--- src/rtl/fifo_16to8_unpack.sv ---
// Drains 16-bit words from a normal-mode FIFO read port and emits them as two bytes on a valid/ready stream.
// Byte order is low byte first unless FIFO_UNPACK_MSB_FIRST_EN is defined, in which case the high byte goes first.
module fifo_16to8_unpack #(
  parameter int CNT_W = 16
) (
  input  logic             sys_clk,
  input  logic             sys_rst,
  input  logic             rd_empty,
  input  logic [15:0]      rd_data,
  output logic             rd_req,
  input  logic             out_ready,
  output logic             out_valid,
  output logic [7:0]       out_data,
  output logic             busy,
  output logic [CNT_W-1:0] byte_cnt
);

  typedef enum logic [1:0] {
    ST_IDLE  = 2'd0,
    ST_WAIT  = 2'd1,
    ST_BYTE0 = 2'd2,
    ST_BYTE1 = 2'd3
  } state_t;

  state_t           r_state;
  state_t           w_state_nxt;
  logic             r_busy;
  logic             r_out_valid;
  logic [7:0]       r_out_data;
  logic [7:0]       r_hi;
  logic [CNT_W-1:0] r_byte_cnt;

  logic             w_rd_req;
  logic             w_load;
  logic             w_advance;
  logic             w_drain;
  logic             w_fire;

  function automatic logic [7:0] f_first_byte(input logic [15:0] word);
`ifdef FIFO_UNPACK_MSB_FIRST_EN
    return word[15:8];
`else
    return word[7:0];
`endif
  endfunction

  function automatic logic [7:0] f_second_byte(input logic [15:0] word);
`ifdef FIFO_UNPACK_MSB_FIRST_EN
    return word[7:0];
`else
    return word[15:8];
`endif
  endfunction

  assign w_fire = r_out_valid & out_ready;

  // Next-state and pop decision; a pop is only ever issued from IDLE or a completing BYTE1.
  always_comb begin
    w_state_nxt = r_state;
    w_rd_req    = 1'b0;
    w_load      = 1'b0;
    w_advance   = 1'b0;
    w_drain     = 1'b0;
    case (r_state)
      ST_IDLE: begin
        if (!rd_empty) begin
          w_rd_req    = 1'b1;
          w_state_nxt = ST_WAIT;
        end else begin
          w_state_nxt = ST_IDLE;
        end
      end
      ST_WAIT: begin
        w_load      = 1'b1;
        w_state_nxt = ST_BYTE0;
      end
      ST_BYTE0: begin
        if (w_fire) begin
          w_advance   = 1'b1;
          w_state_nxt = ST_BYTE1;
        end else begin
          w_state_nxt = ST_BYTE0;
        end
      end
      ST_BYTE1: begin
        if (w_fire) begin
          w_drain = 1'b1;
          if (!rd_empty) begin
            w_rd_req    = 1'b1;
            w_state_nxt = ST_WAIT;
          end else begin
            w_state_nxt = ST_IDLE;
          end
        end else begin
          w_state_nxt = ST_BYTE1;
        end
      end
      default: begin
        w_state_nxt = ST_IDLE;
      end
    endcase
  end

  // Reset must also mask the pop so a word is never lost to a discarded transition.
  assign rd_req = w_rd_req & ~sys_rst;

  // State register and busy flag.
  always_ff @(posedge sys_clk) begin
    if (sys_rst) begin
      r_state <= ST_IDLE;
      r_busy  <= 1'b0;
    end else begin
      r_state <= w_state_nxt;
      r_busy  <= (w_state_nxt != ST_IDLE);
    end
  end

  // Output byte register and buffered second byte.
  always_ff @(posedge sys_clk) begin
    if (sys_rst) begin
      r_out_valid <= 1'b0;
      r_out_data  <= 8'h00;
      r_hi        <= 8'h00;
    end else if (w_load) begin
      r_out_valid <= 1'b1;
      r_out_data  <= f_first_byte(rd_data);
      r_hi        <= f_second_byte(rd_data);
    end else if (w_advance) begin
      r_out_data  <= r_hi;
    end else if (w_drain) begin
      r_out_valid <= 1'b0;
    end else begin
      r_out_valid <= r_out_valid;
    end
  end

  // Transferred-byte counter, free-running modulo 2^CNT_W.
  always_ff @(posedge sys_clk) begin
    if (sys_rst) begin
      r_byte_cnt <= {CNT_W{1'b0}};
    end else if (w_fire) begin
      r_byte_cnt <= r_byte_cnt + {{(CNT_W-1){1'b0}}, 1'b1};
    end else begin
      r_byte_cnt <= r_byte_cnt;
    end
  end

  assign out_valid = r_out_valid;
  assign out_data  = r_out_data;
  assign busy      = r_busy;
  assign byte_cnt  = r_byte_cnt;

endmodule

--- config.mk ---
export PLATFORM = sky130hd
export DESIGN_NAME = fifo_16to8_unpack
export DESIGN_NICKNAME = d
export VERILOG_FILES = /design/src/rtl/fifo_16to8_unpack.sv
export SDC_FILE = /design/constraint.sdc
export NUM_CORES = 1
export LEC_CHECK = 0
export BUFFER_PORTS_ARGS = -buffer_cell sky130_fd_sc_hd__buf_4
export CAP_MARGIN = 5
export CORE_UTILIZATION = 51
export DETAILED_ROUTE_END_ITERATION = 12
export GPL_ROUTABILITY_DRIVEN = 1
export PLACE_DENSITY_LB_ADDON = 0.2
export REMOVE_ABC_BUFFERS = 1
export SKIP_LAST_GASP = 1
export SLEW_MARGIN = 20
export SYNTH_ARGS = -nofsm -noshare
export SYNTH_HDL_FRONTEND = slang
export SYNTH_SLANG_ARGS = --single-unit
--- constraint.sdc ---
create_clock -name sys_clk -period 1.8 [get_ports sys_clk]
set_input_delay 0.18 -clock sys_clk [delete_from_list [all_inputs] [get_ports sys_clk]]
set_output_delay 0.18 -clock sys_clk [all_outputs]
set_load 0.02 [all_outputs]
After elaboration in Yosys (flattened, before gate mapping). Index checks and enable logic that the tools add are counted.

Register bits: 36. Output and inout port bits: 27. Logic and storage cells: 35.

Add/sub/neg operators: 1. Equal/unequal tests: 4. Mux-type cells: 16. Bitwise logic cells: 3. Reductions and logical operators: 5.

Operator list (count): $add 16x1->16 const B (1); $mux 8 (2); $mux 1 (11); $pmux 2 s4 (1); $reduce_bool 2->1 (3); $eq 2x2->1 const B (2); $and 1x1->1 (2); $eq 2x1->1 const B (1); $logic_not 2->1 (1); $mux 2 (1); $ne 2x2->1 const B (1); $pmux 1 s2 (1); $reduce_and 2->1 (1); $not 1->1 (1).

Logic depth before layout (Yosys ltp). Gate-level depths: netlist of run 1.

Depth in word-level cells: 6. Gate-level depth with buffers: 6.

Least setup slack after synthesis of run 1. No wires, ideal clock.

Kind: reg2reg. Start: register r_out_valid, in the netlist out_valid. End: register r_byte_cnt[13], in the netlist byte_cnt[13]. Setup time: 0.123 ns. Arrival time: 1.472 ns. Data required time: 1.677 ns. Slack: 0.205 ns. Cell stages (with the launch flop): 6. Clock period less this slack: 1.595 ns. Cell sequence: dfxtp_1 > buf_4 > nand3_4 > nor4_4 > nand3_1 > mux2_1.

Cells in the longest elaborated chain, start to end: 1.

RTL lines: start: declaration (line 28) `logic r_out_valid;`; start signal: assignment (line 133) `r_out_valid <= r_out_valid;`; $and 1x1->1 (line 55) `assign w_fire = r_out_valid & out_ready;`; end signal: assignment (line 140) `r_byte_cnt <= {CNT_W{1'b0}};`; end signal: assignment (line 142) `r_byte_cnt <= r_byte_cnt + {{(CNT_W-1){1'b0}}, 1'b1};`; end signal: assignment (line 144) `r_byte_cnt <= r_byte_cnt;`; end: declaration (line 31) `logic [CNT_W-1:0] r_byte_cnt;`.

Every way passes these cells. A chain may end at the register's enable or synchronous reset.

Worst setup path in the final report of run 1.
Start: register r_state[0]. End: output port rd_req.

Cells in the longest elaborated chain, start to end: 3.

RTL lines: start: declaration (line 25) `state_t r_state;`; start signal: assignment (line 113) `r_state <= w_state_nxt;`; $eq 2x2->1 or $logic_not 2->1 (tied branches) (line 64) `case (r_state)`; $pmux 1 s2 * (line 64); $and 1x1->1 * (line 105) `assign rd_req = w_rd_req & ~sys_rst;`; end: declaration (line 10) `output logic rd_req,`.

Every way passes the cells marked *; elsewhere a longest branch is shown, timed or not.

==> results of run 1 <==
cell type report:
type,count,area share
multi-input cells,119,0.418
flip-flops and latches,36,0.344
repair buffers,49,0.175
clock buffers,8,0.0280
well taps,44,0.0262
inverters,5,0.00893
layout by cell type, fill, tap and decap left out, types with 2 or more instances in the layout:
| cell | count |
|---|---|
| ha_1 | 6 |
| mux2_2 | 9 |
| nor2_1 | 34 |
| nand4_1 | 3 |
| nor2b_1 | 2 |
| mux2i_1 | 16 |
| nand2_1 | 6 |
| inv_1 | 5 |
| a21oi_1 | 5 |
| dfxtp_1 | 34 |
| buf_4 | 49 |
| mux2_1 | 2 |
| xor2_1 | 4 |
| clkbuf_1 | 2 |
| xnor2_1 | 8 |
| dfxtp_2 | 2 |
| nor3_1 | 3 |
| clkbuf_4 | 5 |
| nand3_1 | 4 |
| nor4_1 | 3 |
routing by layer:
metal / up-vias / global-route usage / wire length (um)
met3: 4 / 0.0791 / 194
met5: - / 0 / 0
met4: 0 / 0.0918 / 36
met2: 46 / 0.377 / 1750
li1: 668 / - / -
met1: 613 / 0.252 / 1310
per-stage QoR:
stage                     instances  hold WS (ns)  worst slack, ns  power (uW)
final                           261        0.0880            0.138        1470
after global routing            261        0.0647           0.0158        1560
after CTS                       261        0.0711           0.0359        1480
after detailed placement        253         0.424            0.218        1050
after global placement          253         0.411            0.293        1040
after floorplan                 160         0.249            0.159         952
timing repair:
action | CTS | global route
hold endpoints to repair | 0 | 0
hold buffers | 0 | 0
setup endpoints to repair | 0 | 1
gates resized for setup | 0 | 3
flip-flops by register name, indices dropped and copies added, names as in the netlist:
signal	count
busy	1
r_state	2
r_hi	8
out_valid	1
byte_cnt	16
out_data	8
kinds of logic (layout without fill, tap and decap cells):
logic type | after synthesis | in the layout | share of synthesized area
and+or+nand+nor | 65 | 65 | 0.214
buffers and inverters | 13 | 62 | 0.0378
AOI/OAI and AO/OA | 9 | 9 | 0.0318
adders and majority gates | 6 | 6 | 0.0454
muxes | 27 | 27 | 0.172
DFF | 36 | 36 | 0.436
xor gates and xnor gates | 12 | 12 | 0.0635
where the power goes:
group          leakage (uW)  internal [uW]  switching, uW  total, uW
combinational      0.000571           95.3           95.8        191
sequential         0.000293            823           15.1        838
clock             0.0000326            193            246        439
final timing paths:
| kind | from | end | slack, ns | depth (start not counted) |
|---|---|---|---|---|
| worst max-delay path | r_state[0]$_SDFF_PP0_ | rd_req | 0.14 | 4 |
| worst max register to register | r_state[0]$_SDFF_PP0_ | out_data[4]$_SDFFE_PP0P_ | 0.24 | 6 |
| worst min register to register | r_hi[5]$_SDFFE_PP0P_ | r_hi[5]$_SDFFE_PP0P_ | 0.51 | 2 |
| worst min-delay path | rd_data[9] | r_hi[1]$_SDFFE_PP0P_ | 0.09 | 3 |
critical path, cell delays in order (launching register included):
cell     delay (ns)
dfxtp_2        0.35
inv_1          0.08
ha_1           0.31
nor4_2         0.24
buf_4          0.18
==> impl_metrics.toml, run 1 <==
[status]
status = "finished, final reports clean"

[clock_network]
clk-insertion-delay-late_ns = 0.33
post_cts_buffers = 0
clkSlewWorstSetupHoldPaths_ns = 0.10
cts_tree = "done"
h-tree-depth = 2
cts_sinks = 36
cts_buffer_depth = 2
numCtsBuffers = 5
root_buffer = "clkbuf_4"

[layout]
multiInputGateArea_um2 = 877
seqCellArea_um2 = 723
fin_nets = 242
diodes = 0
syn_to_final_growth_pct = 27.0
drive_gt1_frac = 0.336
utilization = 0.688
fillers = 268
stdcell_area_um2 = 2100

[floorplanning]
rows = 20
initial_core_util = 0.542
die_w_um = 59.0
die_y_um = 59.0
pin_count = 47
die_area_um2 = 3480
core_area_um2 = 3050

[critical_path]
cp-start-kind = "flip-flop"
cp-end-kind = "output port"
required_ns = 1.62
critPathKind = "flip-flop to output port"
arrival_ns = 1.48
crit_fanout = 4

[detailed_routing]
drc = 0
viasPerCell = 5.10
dr.pass1.iters = 4
wl_per_cell_um = 12.6
drtIter0Drc = 67
routed_wirelength_mm = 3.29
drt.antenna.violating_nets = 0
vias = 1331

[timing]
fin_skew_ns = 0.00795
tns_ns = 0
max-slew-margin-rel = 0.780
finalMaxSlewViolations = 0
worst_pin_slew_ns = 0.328
setup_viol = 0
period_share = 0.924
rsz0062_at_grt = "no"
finalCriticalPeriod_ns = 1.66
hold_viol_final = 0
fmax_ghz = 0.602

[yosys]
synth.top_cell.area_share = 0.436
synth_edf_count = 0
ys_top_cells_by_area = "dfxtp_1 (44%), mux2i_1 (9.7%), nor2_1 (7.7%), mux2_2 (6.1%), ha_1 (4.5%)"
synth_area_leader_cell = "dfxtp_1"
ys_top_cells_by_count = "dfxtp_1 (36), nor2_1 (34), mux2i_1 (16)"
yosysMostFrequentCell = "dfxtp_1"
synthFlopType = "dfxtp_1"
syn_inst = 168
synthArstFlopShare = 0
ys_ff_latch = 36
ys_types = 34
ys_seq_area_frac = 0.436
syn_area_per_cell_um2 = 9.85
yosysWarnings = 0
syn_area_um2 = 1650

[power]
leakagePower_uw = 0.000897
irDropWorstVdd_mv = 0.519
p_per_area_nw_per_um2 = 699

[run]
max-cap-violations = 0

[place]
io_buffers = 46
dpl_cell_area_um2 = 2030
hpwl_mm = 2.47
place.gp.congestion = 0.855

[global_routing]
grt_start_max_net_pins = 26
grt_pass1_wl_mm = 5.66
antenna_found_initial = 0
grt.total_usage = 0.222
grt-ovfl-total = 0
first_global_vias = 1288

[hold_path]
holdCritPathClass = "input pin to flip-flop"
(Power assumes the default switching activity.)
==> run 2, diff against run 1 <==
--- a/config.mk
+++ b/config.mk
@@ -5,7 +5,7 @@
 export SDC_FILE = /design/constraint.sdc
 export NUM_CORES = 1
 export LEC_CHECK = 0
-export BUFFER_PORTS_ARGS = -buffer_cell sky130_fd_sc_hd__buf_4
+export BUFFER_PORTS_ARGS = -buffer_cell sky130_fd_sc_hd__buf_2
 export CAP_MARGIN = 5
 export CORE_UTILIZATION = 51
 export DETAILED_ROUTE_END_ITERATION = 12
==> impl_metrics.toml, run 2 (same netlist as run 1, synthesis figures left out) <==
[status]
status = "finished, final reports clean"

[layout]
syn_to_final_growth_pct = 19.7
layout_commonest_cell = "buf_2"
diodes = 0
fillers = 284
final_cell_mix = "buf_2 (46), nor2_1 (34), dfxtp_1 (34)"
fin_nets = 242
drive_gt1_frac = 0.332
largest_reg_flops = 16
stdcell_area_um2 = 1980

[timing]
worst_pin_slew_ns = 0.445
finalMaxSlewViolations = 0
rsz0062_at_grt = "no"
max-slew-margin-rel = 0.703
fin_skew_ns = 0.00883
tns_ns = 0
hold_viol_final = 0
fmax_ghz = 0.592
period_share = 0.938
finalCriticalPeriod_ns = 1.69
setup_viol = 0

[floorplanning]
die_area_um2 = 3480
initial_core_util = 0.542
rows = 20
pin_count = 47
die_w_um = 59.0
die_y_um = 59.0
core_area_um2 = 3050

[global_routing]
grt_pass1_wl_mm = 5.29
antenna_found_initial = 0
grt.total_usage = 0.204
grt-ovfl-total = 0
grt_start_max_net_pins = 27
first_global_vias = 1281

[clock_network]
h-tree-depth = 2
numCtsBuffers = 5
cts_sinks = 36
cts_resized = 0
clkSlewWorstSetupHoldPaths_ns = 0.10
post_cts_buffers = 0
cts_tree = "done"
root_buffer = "clkbuf_4"
cts_buffer_depth = 2
cts_hold_buf = 0
clk-insertion-delay-late_ns = 0.33

[detailed_routing]
dr.pass1.iters = 4
drt.antenna.violating_nets = 0
wl_per_cell_um = 12.0
drtIter0Drc = 31
viasPerCell = 5.17
drc = 0
routed_wirelength_mm = 3.12
vias = 1350

[power]
p_comb_frac = 0.115
netSwitchingFraction = 0.250
cell_internal_pwr_uw = 1090
p_per_area_nw_per_um2 = 734
seq_power_share = 0.577
switchingPower_uw = 363
leakagePower_uw = 0.000881
irDropWorstVdd_mv = 0.628
pwr-share-clk = 0.308

[critical_path]
arrival_ns = 1.51
cp-start-kind = "flip-flop"
crit_fanout = 4
slowest_stage = "dfxtp_2"
cp_cell_sequence = "inv_1 > ha_1 > nor4_1 > buf_2"
reg2reg_from = "byte_cnt[4]$_SDFFE_PP0P_"
startpoint = "r_state[0]$_SDFF_PP0_"
cpPeakStageDelay_ns = 0.36
required_ns = 1.62
path_delay_family = "flip-flops"
cp-end-kind = "output port"
crit_buf_inv = 2
critPathKind = "flip-flop to output port"

[place]
dpl_cell_area_um2 = 1920
hpwl_mm = 2.28
place.gp.congestion = 0.797
io_buffers = 46

[run]
max-cap-violations = 0

[hold_path]
holdCritPathClass = "input pin to flip-flop"
hp-start = "rd_data[4]"
[run 2: area by class of cell]
class,count,area [um2],area share
multi-input combinational,119,871,0.440
timing repair buffer,49,253,0.128
tap,44,55.1,0.0278
sequential,36,723,0.365
inverter,5,18.8,0.00948
clock buffer,8,58.8,0.0297
[run 2: power by group through the flow]
stage | registers (uW) | logic [uW] | clock network (uW)
floorplan | 874 | 78.2 | 0
global placement | 854 | 162 | 0
detailed placement | 856 | 168 | 0
CTS | 838 | 169 | 465
global route | 842 | 187 | 504
finish | 838 | 167 | 448
[run 2: final timing paths]
| path | endpoint | slack, ns | cells past startpoint |
|---|---|---|---|
| worst max-delay path | rd_req | 0.11 | 4 |
| worst min-delay path | out_data[4]$_SDFFE_PP0P_ | 0.08 | 3 |
| worst max register to register | byte_cnt[15]$_SDFFE_PP0P_ | 0.25 | 4 |
| worst min register to register | byte_cnt[1]$_SDFFE_PP0P_ | 0.50 | 2 |
[run 2: layer usage]
metal	share of wire	track usage	up-vias
met5	0	0	-
met4	0.016	0.116	0
met3	0.056	0.0615	6
met2	0.50	0.347	38
met1	0.42	0.224	634
li1	-	-	672
[run 2: worst register-to-register path: cells and delay by family (launching register included)]
kind,cells,cell delay (ns)
AND/OR/NAND/NOR,3,0.66
multiplexers,1,0.32
flip-flops,1,0.47
[run 2: stage by stage]
stage | instances | total power (uW) | hold WS (ns) | setup slack [ns] | util
2_1_floorplan | 160 | 952 | 0.249 | 0.159 | -
3_3_place_gp | 253 | 1020 | 0.413 | 0.297 | 0.628
3_5_place_dp | 253 | 1020 | 0.421 | 0.209 | 0.628
4_1_cts | 261 | 1470 | 0.0684 | 0.0414 | 0.648
5_1_grt | 261 | 1530 | 0.0883 | 0.0320 | 0.648
6_report | 261 | 1450 | 0.0768 | 0.111 | 0.648
